[src/rtl/rggen_multi_action_field.sv]
// Multi-channel register field block with per-channel software actions, hardware set/clear and a registered bus handshake.
// Optional parity protection is enabled with the RGGEN_FIELD_PARITY_EN macro.
package rggen_rtl_pkg;
  typedef enum logic [1:0] {
    RGGEN_POSTED_WRITE = 2'b01,
    RGGEN_READ         = 2'b10,
    RGGEN_WRITE        = 2'b11
  } rggen_access;

  typedef enum logic [1:0] {
    RGGEN_OKAY         = 2'b00,
    RGGEN_EXOKAY       = 2'b01,
    RGGEN_SLAVE_ERROR  = 2'b10,
    RGGEN_DECODE_ERROR = 2'b11
  } rggen_status;

  typedef enum logic [3:0] {
    RGGEN_WRITE_NONE,
    RGGEN_WRITE_DEFAULT,
    RGGEN_WRITE_0_CLEAR,
    RGGEN_WRITE_1_CLEAR,
    RGGEN_WRITE_CLEAR,
    RGGEN_WRITE_0_SET,
    RGGEN_WRITE_1_SET,
    RGGEN_WRITE_SET,
    RGGEN_WRITE_0_TOGGLE,
    RGGEN_WRITE_1_TOGGLE,
    RGGEN_READ_NONE,
    RGGEN_READ_DEFAULT,
    RGGEN_READ_CLEAR,
    RGGEN_READ_SET
  } rggen_sw_action;
endpackage

module rggen_multi_action_field
  import rggen_rtl_pkg::*;
#(
  parameter int                          CHANNELS      = 4,
  parameter int                          WIDTH         = 8,
  parameter rggen_sw_action              WRITE_ACTION [CHANNELS] = '{default: RGGEN_WRITE_DEFAULT},
  parameter rggen_sw_action              READ_ACTION  [CHANNELS] = '{default: RGGEN_READ_DEFAULT},
  parameter logic [CHANNELS*WIDTH-1:0]   INITIAL_VALUE = '0,
  localparam int                         CHANNEL_WIDTH = (CHANNELS > 1) ? $clog2(CHANNELS) : 1
)(
  input  logic                         i_clk,
  input  logic                         i_rst,
  input  logic                         i_valid,
  output logic                         o_ready,
  input  logic [1:0]                   i_access,
  input  logic [CHANNEL_WIDTH-1:0]     i_channel,
  input  logic [WIDTH-1:0]             i_write_data,
  input  logic [WIDTH-1:0]             i_strobe,
  output logic                         o_resp_valid,
  input  logic                         i_resp_ready,
  output logic [1:0]                   o_status,
  output logic [WIDTH-1:0]             o_read_data,
  input  logic [CHANNELS*WIDTH-1:0]    i_hw_set,
  input  logic [CHANNELS*WIDTH-1:0]    i_hw_clear,
  output logic [CHANNELS*WIDTH-1:0]    o_value,
  output logic [CHANNELS-1:0]          o_parity_error
);
  typedef enum logic {IDLE, RESP} state_e;

  state_e                      state;
  logic [CHANNELS*WIDTH-1:0]   value_q;
  logic [CHANNELS*WIDTH-1:0]   sw_next;
  logic [CHANNELS*WIDTH-1:0]   value_next;
  logic [CHANNELS-1:0]         parity_error;
  logic                        resp_valid_q;
  rggen_status                 status_q;
  logic [WIDTH-1:0]            read_data_q;
  logic                        accept;
  logic                        posted;
  logic                        hit;
  logic                        flagged;
  logic [WIDTH-1:0]            current;
  rggen_sw_action              write_action;
  rggen_sw_action              read_action;
  rggen_status                 req_status;
  logic [WIDTH-1:0]            req_read_data;

  function automatic logic [WIDTH-1:0] write_value(rggen_sw_action a, logic [WIDTH-1:0] v,
                                                   logic [WIDTH-1:0] d, logic [WIDTH-1:0] s);
    case (a)
      RGGEN_WRITE_DEFAULT:  return (v & ~s) | (d & s);
      RGGEN_WRITE_0_CLEAR:  return v & ~(s & ~d);
      RGGEN_WRITE_1_CLEAR:  return v & ~(s & d);
      RGGEN_WRITE_CLEAR:    return v & ~s;
      RGGEN_WRITE_0_SET:    return v | (s & ~d);
      RGGEN_WRITE_1_SET:    return v | (s & d);
      RGGEN_WRITE_SET:      return v | s;
      RGGEN_WRITE_0_TOGGLE: return v ^ (s & ~d);
      RGGEN_WRITE_1_TOGGLE: return v ^ (s & d);
      default:              return v;
    endcase
  endfunction

  function automatic logic [WIDTH-1:0] read_value(rggen_sw_action a, logic [WIDTH-1:0] v);
    case (a)
      RGGEN_READ_CLEAR: return '0;
      RGGEN_READ_SET:   return '1;
      default:          return v;
    endcase
  endfunction

  // Decode the request against the addressed channel; an errored request never touches the field.
  always_comb begin
    sw_next       = value_q;
    req_status    = RGGEN_OKAY;
    req_read_data = '0;
    hit           = 1'b0;
    flagged       = 1'b0;
    current       = '0;
    write_action  = RGGEN_WRITE_NONE;
    read_action   = RGGEN_READ_NONE;
    accept        = i_valid && (state == IDLE);
    posted        = (i_access == RGGEN_POSTED_WRITE);
    for (int c = 0; c < CHANNELS; c++) begin
      if (int'(i_channel) == c) begin
        hit          = 1'b1;
        flagged      = parity_error[c];
        current      = value_q[c*WIDTH +: WIDTH];
        write_action = WRITE_ACTION[c];
        read_action  = READ_ACTION[c];
      end
    end
    if (!hit || (i_access == 2'b00)) begin
      req_status = RGGEN_DECODE_ERROR;
    end else if (flagged) begin
      req_status = RGGEN_SLAVE_ERROR;
    end else if (i_access == RGGEN_READ) begin
      if (read_action == RGGEN_READ_NONE) req_status = RGGEN_SLAVE_ERROR;
      else                                req_read_data = current;
    end else if (write_action == RGGEN_WRITE_NONE) begin
      req_status = RGGEN_SLAVE_ERROR;
    end
    for (int c = 0; c < CHANNELS; c++) begin
      if (accept && (req_status == RGGEN_OKAY) && (int'(i_channel) == c)) begin
        sw_next[c*WIDTH +: WIDTH] = (i_access == RGGEN_READ) ?
          read_value(read_action, current) :
          write_value(write_action, current, i_write_data, i_strobe);
      end
    end
  end

  assign value_next = (sw_next & ~i_hw_clear) | i_hw_set;

  // Field storage plus the IDLE/RESP handshake; response fields hold until the bus takes them.
  always_ff @(posedge i_clk or posedge i_rst) begin
    if (i_rst) begin
      state        <= IDLE;
      value_q      <= INITIAL_VALUE;
      resp_valid_q <= 1'b0;
      status_q     <= RGGEN_OKAY;
      read_data_q  <= '0;
    end else begin
      value_q <= value_next;
      case (state)
        IDLE: if (accept && !posted) begin
          state        <= RESP;
          resp_valid_q <= 1'b1;
          status_q     <= req_status;
          read_data_q  <= req_read_data;
        end
        RESP: if (i_resp_ready) begin
          state        <= IDLE;
          resp_valid_q <= 1'b0;
        end
        default: state <= IDLE;
      endcase
    end
  end

`ifdef RGGEN_FIELD_PARITY_EN
  logic [CHANNELS-1:0] parity_q;

  // Parity tracks every value update; a mismatch latches until reset.
  always_ff @(posedge i_clk or posedge i_rst) begin
    if (i_rst) begin
      for (int c = 0; c < CHANNELS; c++) parity_q[c] <= ^INITIAL_VALUE[c*WIDTH +: WIDTH];
      parity_error <= '0;
    end else begin
      for (int c = 0; c < CHANNELS; c++) begin
        parity_q[c]     <= ^value_next[c*WIDTH +: WIDTH];
        parity_error[c] <= parity_error[c] | (parity_q[c] != ^value_q[c*WIDTH +: WIDTH]);
      end
    end
  end
`else
  assign parity_error = '0;
`endif

  assign o_ready        = (state == IDLE);
  assign o_resp_valid   = resp_valid_q;
  assign o_status       = status_q;
  assign o_read_data    = read_data_q;
  assign o_value        = value_q;
  assign o_parity_error = parity_error;
endmodule
[config.mk]
export PLATFORM = sky130hd
export DESIGN_NAME = rggen_multi_action_field
export DESIGN_NICKNAME = d
export VERILOG_FILES = /design/src/rtl/rggen_multi_action_field.sv
export SDC_FILE = /design/constraint.sdc
export NUM_CORES = 1
export LEC_CHECK = 0
export ABC_CLOCK_PERIOD_IN_PS = 1900
export BUFFER_PORTS_ARGS = -buffer_cell sky130_fd_sc_hd__buf_4
export CORE_UTILIZATION = 45
export DETAILED_ROUTE_END_ITERATION = 16
export GPL_TIMING_DRIVEN = 0
export MAX_ROUTING_LAYER = met4
export PLACE_DENSITY = 0.9
export SLEW_MARGIN = 25
export SYNTH_ARGS = -nofsm -noshare
export SYNTH_HDL_FRONTEND = slang
export SYNTH_SLANG_ARGS = --single-unit
[constraint.sdc]
create_clock -name i_clk -period 1.9 [get_ports i_clk]
set_input_delay 0.285 -clock i_clk [delete_from_list [all_inputs] [get_ports i_clk]]
set_output_delay 0.285 -clock i_clk [all_outputs]
set_load 0.03 [all_outputs]
### Yosys cells after proc, flatten, opt, wreduce, memory -nomap -nowiden

Index checks and enable logic that the tools add are counted.

* input bits: 88
* word-level logic and storage cells: 95
* register bits: 44
* output and inout port bits: 48

* reductions and logical operators: 16
* mux-type cells: 36
* eq/ne operators: 19
* bitwise operators: 19

Operators by type and width (number)
* 8-bit 2-to-1 mux: 12
* 8-bit case mux with 9 select lines: 1
* 8-bit AND: 5
* 32-bit AND: 1
* 32-bit NOT: 1
* 8-bit NOT: 4
* 32-bit OR: 1
* 8-bit OR: 4
* 4-bit equality test (second input constant): 5
* 4-bit by 3-bit equality test with 1-bit output (second input constant): 4
* 4-bit 2-to-1 mux: 4
* 8-bit case mux with 2 select lines: 1
* 8-bit bitwise XOR: 2
* 1-bit 2-to-1 mux: 12
* 4-bit by 2-bit equality test with 1-bit output (second input constant): 2
* 2-bit 2-to-1 mux: 4
* 1-bit logical AND: 7
* 2-bit equality test (second input constant): 3
* 2-bit zero test: 3
* 2-bit by 1-bit equality test with 1-bit output (second input constant): 2
* 4-bit by 1-bit equality test with 1-bit output (second input constant): 1
* 4-bit zero test: 1
* 1-bit case mux with 2 select lines: 2
* 2-bit AND reduction: 2
* other kinds (5): 6

### Depth between registers and ports, before layout

Gate-level depths: netlist of run 1.

* depth after elaboration: 15
* depth in mapped cells: 7
* gate-level depth less buffers: 4

### Worst setup path before layout of run 1

Ideal clock, no wire load.

* kind: register to register
* start: register state
* end: register value_q[2], in the netlist o_value[2]
* setup slack: 0.285 ns
* path buffers: 2
* required time: 1.778 ns
* stages on the path, launching flop included: 7
* library setup time: 0.122 ns
* arrival time: 1.493 ns
* period minus slack after synthesis: 1.615 ns
* cells stage by stage: dfrtp_1 > nand2b_1 > buf_2 > or4_1 > buf_2 > nor3_2 > o31ai_2

* word-level cells in the longest chain between the ends: 7

Ends and longest elaborated chain
* start, declared: RTL line 64 `state_e state;`
* start signal, assigned: RTL line 151 `state <= IDLE;`
* start signal, assigned: RTL line 160 `state <= RESP;`
* start signal, assigned: RTL line 166 `state <= IDLE;`
* 1-bit NOT (no line)
* 1-bit logical AND: RTL line 116 `accept = i_valid && (state == IDLE);`
* 1-bit logical AND (2 in series): RTL line 138 `if (accept && (req_status == RGGEN_OKAY) && (int'(i_channel) == c)) begin`
* 8-bit 2-to-1 mux: RTL line 138
* 32-bit AND: RTL line 146 `assign value_next = (sw_next & ~i_hw_clear) | i_hw_set;`
* 32-bit OR: RTL line 146
* named net value_next[2]: RTL line 67 `logic [CHANNELS*WIDTH-1:0] value_next;`
* end signal, assigned: RTL line 157 `value_q <= value_next;`
* end, declared: RTL line 65 `logic [CHANNELS*WIDTH-1:0] value_q;`

The timed path passes the listed nets, and every way through them passes these cells.
A chain may end at the register's enable or synchronous reset.

### Final worst setup path of run 1

* start: register state
* end: register value_q[5], in the netlist o_value[5]

The elaborated chain is that of the path after synthesis.

==> results of run 1 <==
-- area by class of cell --
type                            count  share of cell area
Multi-Input combinational cell    158               0.332
Clock buffer                        8              0.0235
Sequential cell                    44               0.287
Tap cell                           72              0.0235
Timing Repair Buffer              138               0.276
Inverter                           35              0.0343
Buffer                             11              0.0235
-- cells in the mapped netlist (4+ instances only) --
cell and count:
inv_1 35, nand2_1 4, and3_1 9, dfrtp_1 44
nor3_1 16, mux4_2 8, o31ai_1 24, a21boi_2 4
a21boi_4 4, nor2_1 37, a22o_1 8, buf_4 5
nor3_2 17, o31ai_2 8
-- registers in the layout, summed over array words and instances, names as in the netlist --
register and flops:
o_read_data 8, o_resp_valid 1, o_status 2, o_value 32, state 1
-- metal layers --
metal | routed length (µm) | up-vias
li1 | - | 1160
met1 | 3080 | 1199
met2 | 4100 | 119
met3 | 673 | 6
met4 | 69 | 0
met5 | 0 | -
-- stage by stage --
| stage | std cells | setup TNS (ns) | power, W | area, µm² |
|---|---|---|---|---|
| 6_report | 466 | 0 | 0.00265 | 3830 |
| 5_1_grt | 466 | -0.00631 | 0.00276 | 3830 |
| 4_1_cts | 460 | 0 | 0.00264 | 3760 |
| 3_5_place_dp | 453 | -1.06 | 0.00203 | 3670 |
| 3_3_place_gp | 452 | -1.98 | 0.00200 | 3630 |
| 2_1_floorplan | 250 | 0 | 0.00163 | 2570 |
-- worst max-delay path, stage by stage, from the launching register on --
cell and delay [ns]:
dfrtp_1 0.41, nand2b_1 0.15, buf_2 0.19, or4_1 0.50, buf_4 0.22, nor3_2 0.14, o31ai_2 0.09
-- worst max path at each step --
stage	startpoint	end	slack [ns]	cells past startpoint
global route	state$_DFF_PP0_	o_value[0]$_DFF_PP0_	-0.006	6
floorplan	state$_DFF_PP0_	o_value[2]$_DFF_PP0_	0.28	6
finish	state$_DFF_PP0_	o_value[5]$_DFF_PP0_	0.08	6
CTS	state$_DFF_PP0_	o_value[16]$_DFF_PP0_	0.006	5
global placement	state$_DFF_PP0_	o_value[0]$_DFF_PP0_	-0.12	5
detailed placement	state$_DFF_PP0_	o_value[19]$_DFF_PP0_	-0.17	5
-- repair_timing --
action,in CTS,in global routing
gates cloned,0,0
endpoints found under the hold margin,0,0
resized for setup,1,5
pin swaps,0,3
endpoints found under the setup margin,9,26
buffers inserted,0,7
-- power groups by stage --
stage,clock [W],combinational [W],sequential [W]
4_1_cts,0.000622,0.000918,0.00110
3_5_place_dp,0,0.000913,0.00112
6_report,0.000615,0.000929,0.00110
2_1_floorplan,0,0.000332,0.00130
5_1_grt,0.000660,0.000982,0.00112
3_3_place_gp,0,0.000884,0.00112
-- logic make-up (layout without fill, tap and decap cells) --
family | count (synthesis) | after routing | synth area share
compound gates | 52 | 52 | 0.192
flops | 44 | 44 | 0.431
mux | 8 | 8 | 0.0705
other cells | 1 | 4 | 0.00147
simple gates | 94 | 94 | 0.217
buf+inv | 48 | 192 | 0.0886
==> out/metrics.yaml, run 1 <==
outcome: "finished, final reports clean"
grt_max_degree: 24
hold_slack_ns: 0.0181
met1_usage: 0.341
multi_input_area_um2: 1270
clock_sinks: 44
vias_per_cell: 5.33
seq_power_share: 0.417
syn_area_per_cell_um2: 10.3
synth_top_cells_by_area: "dfrtp_1 (43%), mux4_2 (7.0%), o31ai_1 (7.0%)"
cap_violations: 0
hold_viol: 0
grt_antenna_before_repair: 0
yosysTopAreaCell: "dfrtp_1"
crit_path_end_kind: "register"
worstPathMaxFanout: 8
intPower_w: 0.00175
yosys_warnings: 0
gp_congestion: 0.821
setup_viol: 0
ys_ff_latch: 44
swShare: 0.339
grt_pass1_wl_um: 12000
critical_path_required_ns: 2.07
cts_root_buf: "clkbuf_8"
ios: 136
synth_top_area_share: 0.431
rrSetupSlack_ns: 0.08
drive_above_1_share: 0.513
met3_usage: 0.0388
cts_tree: "built"
ant_nets: 0
comb_power_share: 0.351
p_per_area_nw_per_um2: 691
wire_per_inst_um: 17.0
vias: 2484
top_usage_layer: "met2"
coreArea_um2: 5510
clock_skew_ns: 0.0116
period_needed_ns: 1.82
slew_violations: 0
power_frac_clock: 0.232
grt_overflow: 0
die_area_um2: 5990
regArea_um2: 1100
synth_ff_type: "dfrtp_1"
arrival_ns: 1.99
layout_commonest_cell: "buf_4"
dp_slack_ns: -0.166
rr_endpoint: "o_value[5]$_DFF_PP0_"
crit_type: "reg -> reg"
postLayoutCoreUtil: 0.696
clk_latency_ns: 0.29
drc: 0
tightest_slew_ns: 0.869
netlist_area_um2: 2560
fillCellCount: 428
row_count: 27
synth_cell_types: 32
r2r_start: "state$_DFF_PP0_"
drt_iter0_drc: 195
fin_ws_ns: 0.0842
cts_hold_buf: 0
firstDrtPassIters: 4
layout_common_cells: "buf_4 (143), dfrtp_1 (44), nor2_1 (37), inv_1 (34), o31ai_1 (24)"
yosysSeqAreaShare: 0.431
antenna_cells: 0
syn_inst: 247
async_flop_share: 1.00
grt.met2_usage: 0.440
cts_buffers: 5
grtUsageTotal: 0.272
portBuffers: 130
dieHeight_um: 77.4
synth_edf_count: 0
area_growth_pct: 49.9
critPathLaunchType: "register"
routed_wl_um: 7930
htreeDepth: 2
path_clk_slew_ns: 0.09
hold_path_class: "in -> async"
relSlewSlack: 0.417
switchingPower_w: 0.000897
fmax_mhz: 551
fin_crit_sh: 0.956
initial_core_util: 0.464
nNetsFinal: 481
irDropWorstVdd_uv: 357
grt_pass1_vias: 2482
p_leak_nw: 1.92
dp_hpwl_um: 5810
r2r_cells: 6
die_width_um: 77.4
clk_path_buf_depth: 2
Power figures use the tool's default switching activity.
==> inputs of run 2 (changes only) <==
--- a/config.mk
+++ b/config.mk
@@ -10,7 +10,6 @@
 export CORE_UTILIZATION = 45
 export DETAILED_ROUTE_END_ITERATION = 16
 export GPL_TIMING_DRIVEN = 0
-export MAX_ROUTING_LAYER = met4
 export PLACE_DENSITY = 0.9
 export SLEW_MARGIN = 25
 export SYNTH_ARGS = -nofsm -noshare
==> run 2 against run 1 <==
Against the previous run: combinational power is essentially flat; fmax is essentially flat; count of clock-buffer cells in the layout is the same; sequential cell count is the same; sequential power is essentially flat; total power shrank 0.21%; global-route usage shrank 0.76 points; worst setup slack gained 0.00096 ns; worst hold slack gained 0.0026 ns; first-iteration DRC count shrank 6.7%; routed wire length shrank 0.95%; utilization is the same.
==> out/metrics.yaml, run 2 (synthesis gave the netlist of run 1 again) <==
outcome: "finished, final reports clean"  # unchanged
hold_viol: 0  # unchanged
slew_violations: 0  # unchanged
relSlewSlack: 0.436  # was 0.417
tightest_slew_ns: 0.840  # was 0.869 ns
largest_reg_flops: 32  # unchanged
die_width_um: 77.4  # unchanged
fin_crit_sh: 0.955  # was 0.956
die_area_um2: 5990  # unchanged
portBuffers: 130  # unchanged
critical_path_required_ns: 2.07  # about the same
hold_path_class: "in -> async"  # unchanged
arrival_ns: 1.99  # about the same
crit_path_end_kind: "register"  # unchanged
cp_slowest_cell: "or4_1"  # unchanged
total_power_w: 0.00264  # was 0.00265 W
antenna_cells: 0  # unchanged
met2_wirelength_um: 4070  # was 4100 µm
cp_top_family: "simple AND/OR/NAND/NOR gates"  # unchanged
rr_endpoint: "o_value[5]$_DFF_PP0_"  # unchanged
path_clk_slew_ns: 0.09  # about the same
grt_max_degree: 24  # unchanged
fillCellCount: 428  # unchanged
irDropWorstVdd_uv: 356  # was 357 µV
vias_per_cell: 5.31  # was 5.33
grtUsageTotal: 0.264  # was 0.272
drc: 0  # unchanged
grt_pass1_vias: 2480  # was 2482
vias: 2473  # was 2484
grt_overflow: 0  # unchanged
firstDrtPassIters: 5  # was 4
fmax_mhz: 551  # about the same
cts_hold_buf: 0  # unchanged
r2r_cells: 6  # unchanged
cts_root_buf: "clkbuf_8"  # unchanged
wirelength_met1_um: 3130  # was 3080 µm
row_count: 27  # unchanged
layout_common_cells: "buf_4 (143), dfrtp_1 (44), nor2_1 (37), inv_1 (34), o31ai_1 (24)"  # unchanged
clk_path_buf_depth: 2  # unchanged
initial_core_util: 0.464  # unchanged
cts_tree: "built"  # unchanged
drive_above_1_share: 0.513  # unchanged
routed_wl_um: 7850  # was 7930 µm
p_leak_nw: 1.92  # unchanged
path_cells: "nand2b_1 -> buf_2 -> or4_1 -> buf_4 -> nor3_2 -> o31ai_2"  # unchanged
fin_tns_setup_ns: 0  # unchanged
cap_violations: 0  # unchanged
dp_hpwl_um: 5810  # unchanged
ant_nets: 0  # unchanged
dieHeight_um: 77.4  # unchanged
ios: 136  # unchanged
wire_per_inst_um: 16.8  # was 17.0 µm
area_growth_pct: 49.9  # unchanged
crit_type: "reg -> reg"  # unchanged
critPathLaunchType: "register"  # unchanged
grt_pass1_wl_um: 12000  # about the same
p_per_area_nw_per_um2: 689  # was 691 nW/µm²
cts_buffers: 5  # unchanged
r2r_start: "state$_DFF_PP0_"  # unchanged
top_layer_used: "met4"  # unchanged
period_needed_ns: 1.81  # was 1.82 ns
setup_viol: 0  # unchanged
layout_commonest_cell: "buf_4"  # unchanged
drt_iter0_drc: 182  # was 195
htreeDepth: 2  # unchanged
grt_antenna_before_repair: 0  # unchanged
cpPeakStageDelay_ns: 0.50  # about the same
gp_congestion: 0.809  # was 0.821
nNetsFinal: 481  # unchanged
rrSetupSlack_ns: 0.09  # was 0.08 ns
wl_met3_um: 533  # was 673 µm
path_buf_inv: 2  # unchanged
clock_sinks: 44  # unchanged
clk_latency_ns: 0.29  # about the same
coreArea_um2: 5510  # unchanged
worstPathMaxFanout: 8  # unchanged
clock_skew_ns: 0.0104  # was 0.0116 ns
==> run 2: cell counts in the layout (fill, tap and decap cells not counted) <==
No cell type changed its count.
==> run 2: how the worst max path moves through the flow <==
stage                                from               endpoint  cells after the start
after floorplan           state$_DFF_PP0_   o_value[2]$_DFF_PP0_                      6
after global placement    state$_DFF_PP0_   o_value[0]$_DFF_PP0_                      5
after detailed placement  state$_DFF_PP0_  o_value[19]$_DFF_PP0_                      5
after CTS                 state$_DFF_PP0_  o_value[16]$_DFF_PP0_                      5
after global routing      state$_DFF_PP0_   o_value[0]$_DFF_PP0_                      6
final                     state$_DFF_PP0_   o_value[5]$_DFF_PP0_                      6
==> run 2: area by class of cell <==
| class | instances | area (µm²) | area share |
|---|---|---|---|
| Multi-Input combinational cell | 158 | 1270 | 0.332 |
| Sequential cell | 44 | 1100 | 0.287 |
| Timing Repair Buffer | 138 | 1060 | 0.276 |
| Inverter | 35 | 131 | 0.0343 |
| Clock buffer | 8 | 90.1 | 0.0235 |
| Buffer | 11 | 90.1 | 0.0235 |
| Tap cell | 72 | 90.1 | 0.0235 |
==> run 2: through the flow <==
step	cells	worst slack [ns]	hold WS [ns]	instance area [µm²]	utilization
3_3_place_gp	452	-0.118	0.465	3630	0.660
4_1_cts	460	0.00625	0.0307	3760	0.684
2_1_floorplan	250	0.285	0.370	2570	-
5_1_grt	466	-0.00631	0.0597	3830	0.696
6_report	466	0.0852	0.0207	3830	0.696
3_5_place_dp	453	-0.166	0.351	3670	0.666
==> run 2: layer usage <==
metal  vias up  GRT usage
li1       1160          -
met1      1181      0.336
met2       120      0.440
met3        12     0.0459
met4         0      0.119
met5         -          0
==> run 2: where the power goes <==
group	leakage [nW]	switching (W)	total, W	internal [W]
Clock	0.0455	0.000314	0.000611	0.000297
Sequential	0.497	0.0000696	0.00110	0.00103
Combinational	1.38	0.000508	0.000927	0.000419
Total	1.92	0.000892	0.00264	0.00175
==> run 2: repair_timing <==
action	4_1_cts	5_1_grt
endpoints found under the hold margin	0	0
setup endpoints to repair	9	26
resized for setup	1	5
buffers inserted	0	7
gates cloned	0	0
pin swaps	0	3
==> inputs of run 3 (changes only) <==
--- a/config.mk
+++ b/config.mk
@@ -7,11 +7,11 @@
 export LEC_CHECK = 0
 export ABC_CLOCK_PERIOD_IN_PS = 1900
 export BUFFER_PORTS_ARGS = -buffer_cell sky130_fd_sc_hd__buf_4
-export CORE_UTILIZATION = 45
+export CORE_UTILIZATION = 36
 export DETAILED_ROUTE_END_ITERATION = 16
 export GPL_TIMING_DRIVEN = 0
-export PLACE_DENSITY = 0.9
-export SLEW_MARGIN = 25
+export PLACE_DENSITY = 0.76
+export SLEW_MARGIN = 30
 export SYNTH_ARGS = -nofsm -noshare
 export SYNTH_HDL_FRONTEND = slang
 export SYNTH_SLANG_ARGS = --single-unit
==> run 3 against run 2 <==
Against the previous run: worst hold slack improved by 0.028 ns; routed wire length increased by 3.2%; critical path depth unchanged; first-iteration DRC count decreased by 58%; utilization decreased by 13 points; sequential share of layout area decreased by 0.056 points; die area increased by 24%; register-to-register slack improved by 0.06 ns; critical path type unchanged; highest routed layer unchanged.
==> out/metrics.yaml, run 3 (synthesis gave the netlist of run 1 again) <==
outcome: "finished, final reports clean"  # unchanged
stdcell_area_um2: 3840  # was 3830 µm²
cap_violations: 0  # unchanged
firstDrtPassIters: 4  # was 5
clock_skew_ns: 0.00528  # was 0.0104 ns
die_width_um: 86.3  # was 77.4 µm
wl_met3_um: 375  # was 533 µm
dp_hpwl_um: 6080  # was 5810 µm
relSlewSlack: 0.373  # was 0.436
coreArea_um2: 6830  # was 5510 µm²
critical_path_required_ns: 2.08  # was 2.07 ns
fmax_mhz: 571  # was 551 MHz
layout_commonest_cell: "buf_4"  # unchanged
grt_overflow: 0  # unchanged
grt_max_degree: 24  # unchanged
grt_pass1_wl_um: 12600  # was 12000 µm
postLayoutCoreUtil: 0.562  # was 0.696
routed_wl_um: 8100  # was 7850 µm
row_count: 30  # was 27
die_area_um2: 7440  # was 5990 µm²
cts_hold_buf: 0  # unchanged
crit_path_end_kind: "register"  # unchanged
cts_buffers: 5  # unchanged
dieHeight_um: 86.3  # was 77.4 µm
gp_congestion: 0.753  # was 0.809
area_growth_pct: 50.2  # was 49.9%
cts_tree: "built"  # unchanged
clk_latency_ns: 0.29  # about the same
rsz0062_at_grt: "yes"
ios: 136  # unchanged
ant_nets: 0  # unchanged
critPathLaunchType: "register"  # unchanged
htreeDepth: 2  # unchanged
hold_path_class: "in -> async"  # unchanged
hold_slack_ns: 0.0491  # was 0.0207 ns
cp_slowest_cell: "or4_1"  # unchanged
fin_tns_setup_ns: 0  # unchanged
portBuffers: 130  # unchanged
worstPathMaxFanout: 8  # unchanged
initial_core_util: 0.374  # was 0.464
met2_wirelength_um: 4090  # was 4070 µm
vias_per_cell: 4.98  # was 5.31
drive_above_1_share: 0.509  # was 0.513
grt_antenna_before_repair: 0  # unchanged
fin_ws_ns: 0.150  # was 0.0852 ns
nNetsFinal: 478  # was 481
path_clk_slew_ns: 0.08  # was 0.09 ns
grtUsageTotal: 0.225  # was 0.264
wire_per_inst_um: 16.6  # was 16.8 µm
top_layer_used: "met4"  # unchanged
irDropWorstVdd_uv: 338  # was 356 µV
tightest_slew_ns: 0.935  # was 0.840 ns
place_area_um2: 3710  # was 3670 µm²
crit_type: "reg -> reg"  # unchanged
p_leak_nw: 1.91  # was 1.92 nW
setup_viol: 0  # unchanged
clk_path_buf_depth: 2  # unchanged
fin_crit_sh: 0.921  # was 0.955
path_cells: "nand2b_1 -> buf_2 -> or4_1 -> buf_4 -> nor3_2 -> o31ai_2"  # unchanged
cpPeakStageDelay_ns: 0.47  # was 0.50 ns
cts_root_buf: "clkbuf_8"  # unchanged
hold_viol: 0  # unchanged
clock_sinks: 44  # unchanged
slew_violations: 0  # unchanged
drc: 0  # unchanged
drt_iter0_drc: 76  # was 182
wirelength_met1_um: 3490  # was 3130 µm
p_per_area_nw_per_um2: 685  # was 689 nW/µm²
vias: 2424  # was 2473
arrival_ns: 1.93  # was 1.99 ns
largest_reg_flops: 32  # unchanged
antenna_cells: 0  # unchanged
layout_common_cells: "buf_4 (140), dfrtp_1 (44), nor2_1 (37), inv_1 (34), o31ai_1 (24)"  # was buf_4 (143), dfrtp_1 (44), nor2_1 (37), inv_1 (34), o31ai_1 (24)
period_needed_ns: 1.75  # was 1.81 ns
dp_slack_ns: -0.0771  # was -0.166 ns
grt_pass1_vias: 2585  # was 2480
run 3: cell count changes in the layout (fill, tap and decap cells not counted):
| cell | change |
|---|---|
| buf_4 | -3 |
run 3: final timing paths:
check / slack (ns) / endpoint / startpoint / cells after the start
max in group asynchronous: 1.35 / o_read_data[5]$_DFFE_PP0P_ / i_rst / 3
worst max-delay path: 0.15 / o_value[4]$_DFF_PP0_ / state$_DFF_PP0_ / 6
worst min-delay path: 0.05 / o_read_data[7]$_DFFE_PP0P_ / i_rst / 2
min in group i_clk: 0.17 / o_value[22]$_DFF_PP0_ / i_hw_clear[22] / 2
worst min register to register: 0.49 / o_resp_valid$_DFFE_PP0P_ / o_resp_valid$_DFFE_PP0P_ / 2
worst max register to register: 0.15 / o_value[4]$_DFF_PP0_ / state$_DFF_PP0_ / 6
run 3: worst max-delay path: cells and delay by family (launching register included):
family                 cells  cell delay, ns
flip-flops                 1            0.40
AO/OA/AOI/OAI              1            0.08
buffers and inverters      2            0.40
AND/OR/NAND/NOR            3            0.76
run 3: repair_timing:
item / CTS / global route
setup buffers: 0 / 4
setup endpoints to repair: 0 / 26
resized for setup: 0 / 5
run 3: area by class of cell:
| class | instances | area (µm²) |
|---|---|---|
| multi-input combinational | 158 | 1270 |
| fill | 646 | 2990 |
| inverter | 35 | 131 |
| buffer | 11 | 90.1 |
| sequential | 44 | 1100 |
| timing repair buffer | 135 | 1030 |
| tap | 96 | 120 |
| clock buffer | 8 | 90.1 |
run 3: report_power, final:
part	internal, W	switching [W]	leakage (nW)	total [W]
sequential	0.00103	0.0000696	0.497	0.00110
clock	0.000297	0.000309	0.0455	0.000606
combinational	0.000416	0.000506	1.37	0.000922
total	0.00175	0.000885	1.91	0.00263
run 3: layer usage:
metal | track usage | vias up
li1 | - | 1155
met1 | 0.292 | 1167
met2 | 0.384 | 88
met3 | 0.0390 | 14
met4 | 0.0727 | 0
met5 | 0 | -
run 3: metrics by stage:
step           cells  total power [W]
2_1_floorplan    250          0.00163
3_3_place_gp     476          0.00201
3_5_place_dp     477          0.00204
4_1_cts          485          0.00265
5_1_grt          487          0.00277
6_report         487          0.00263
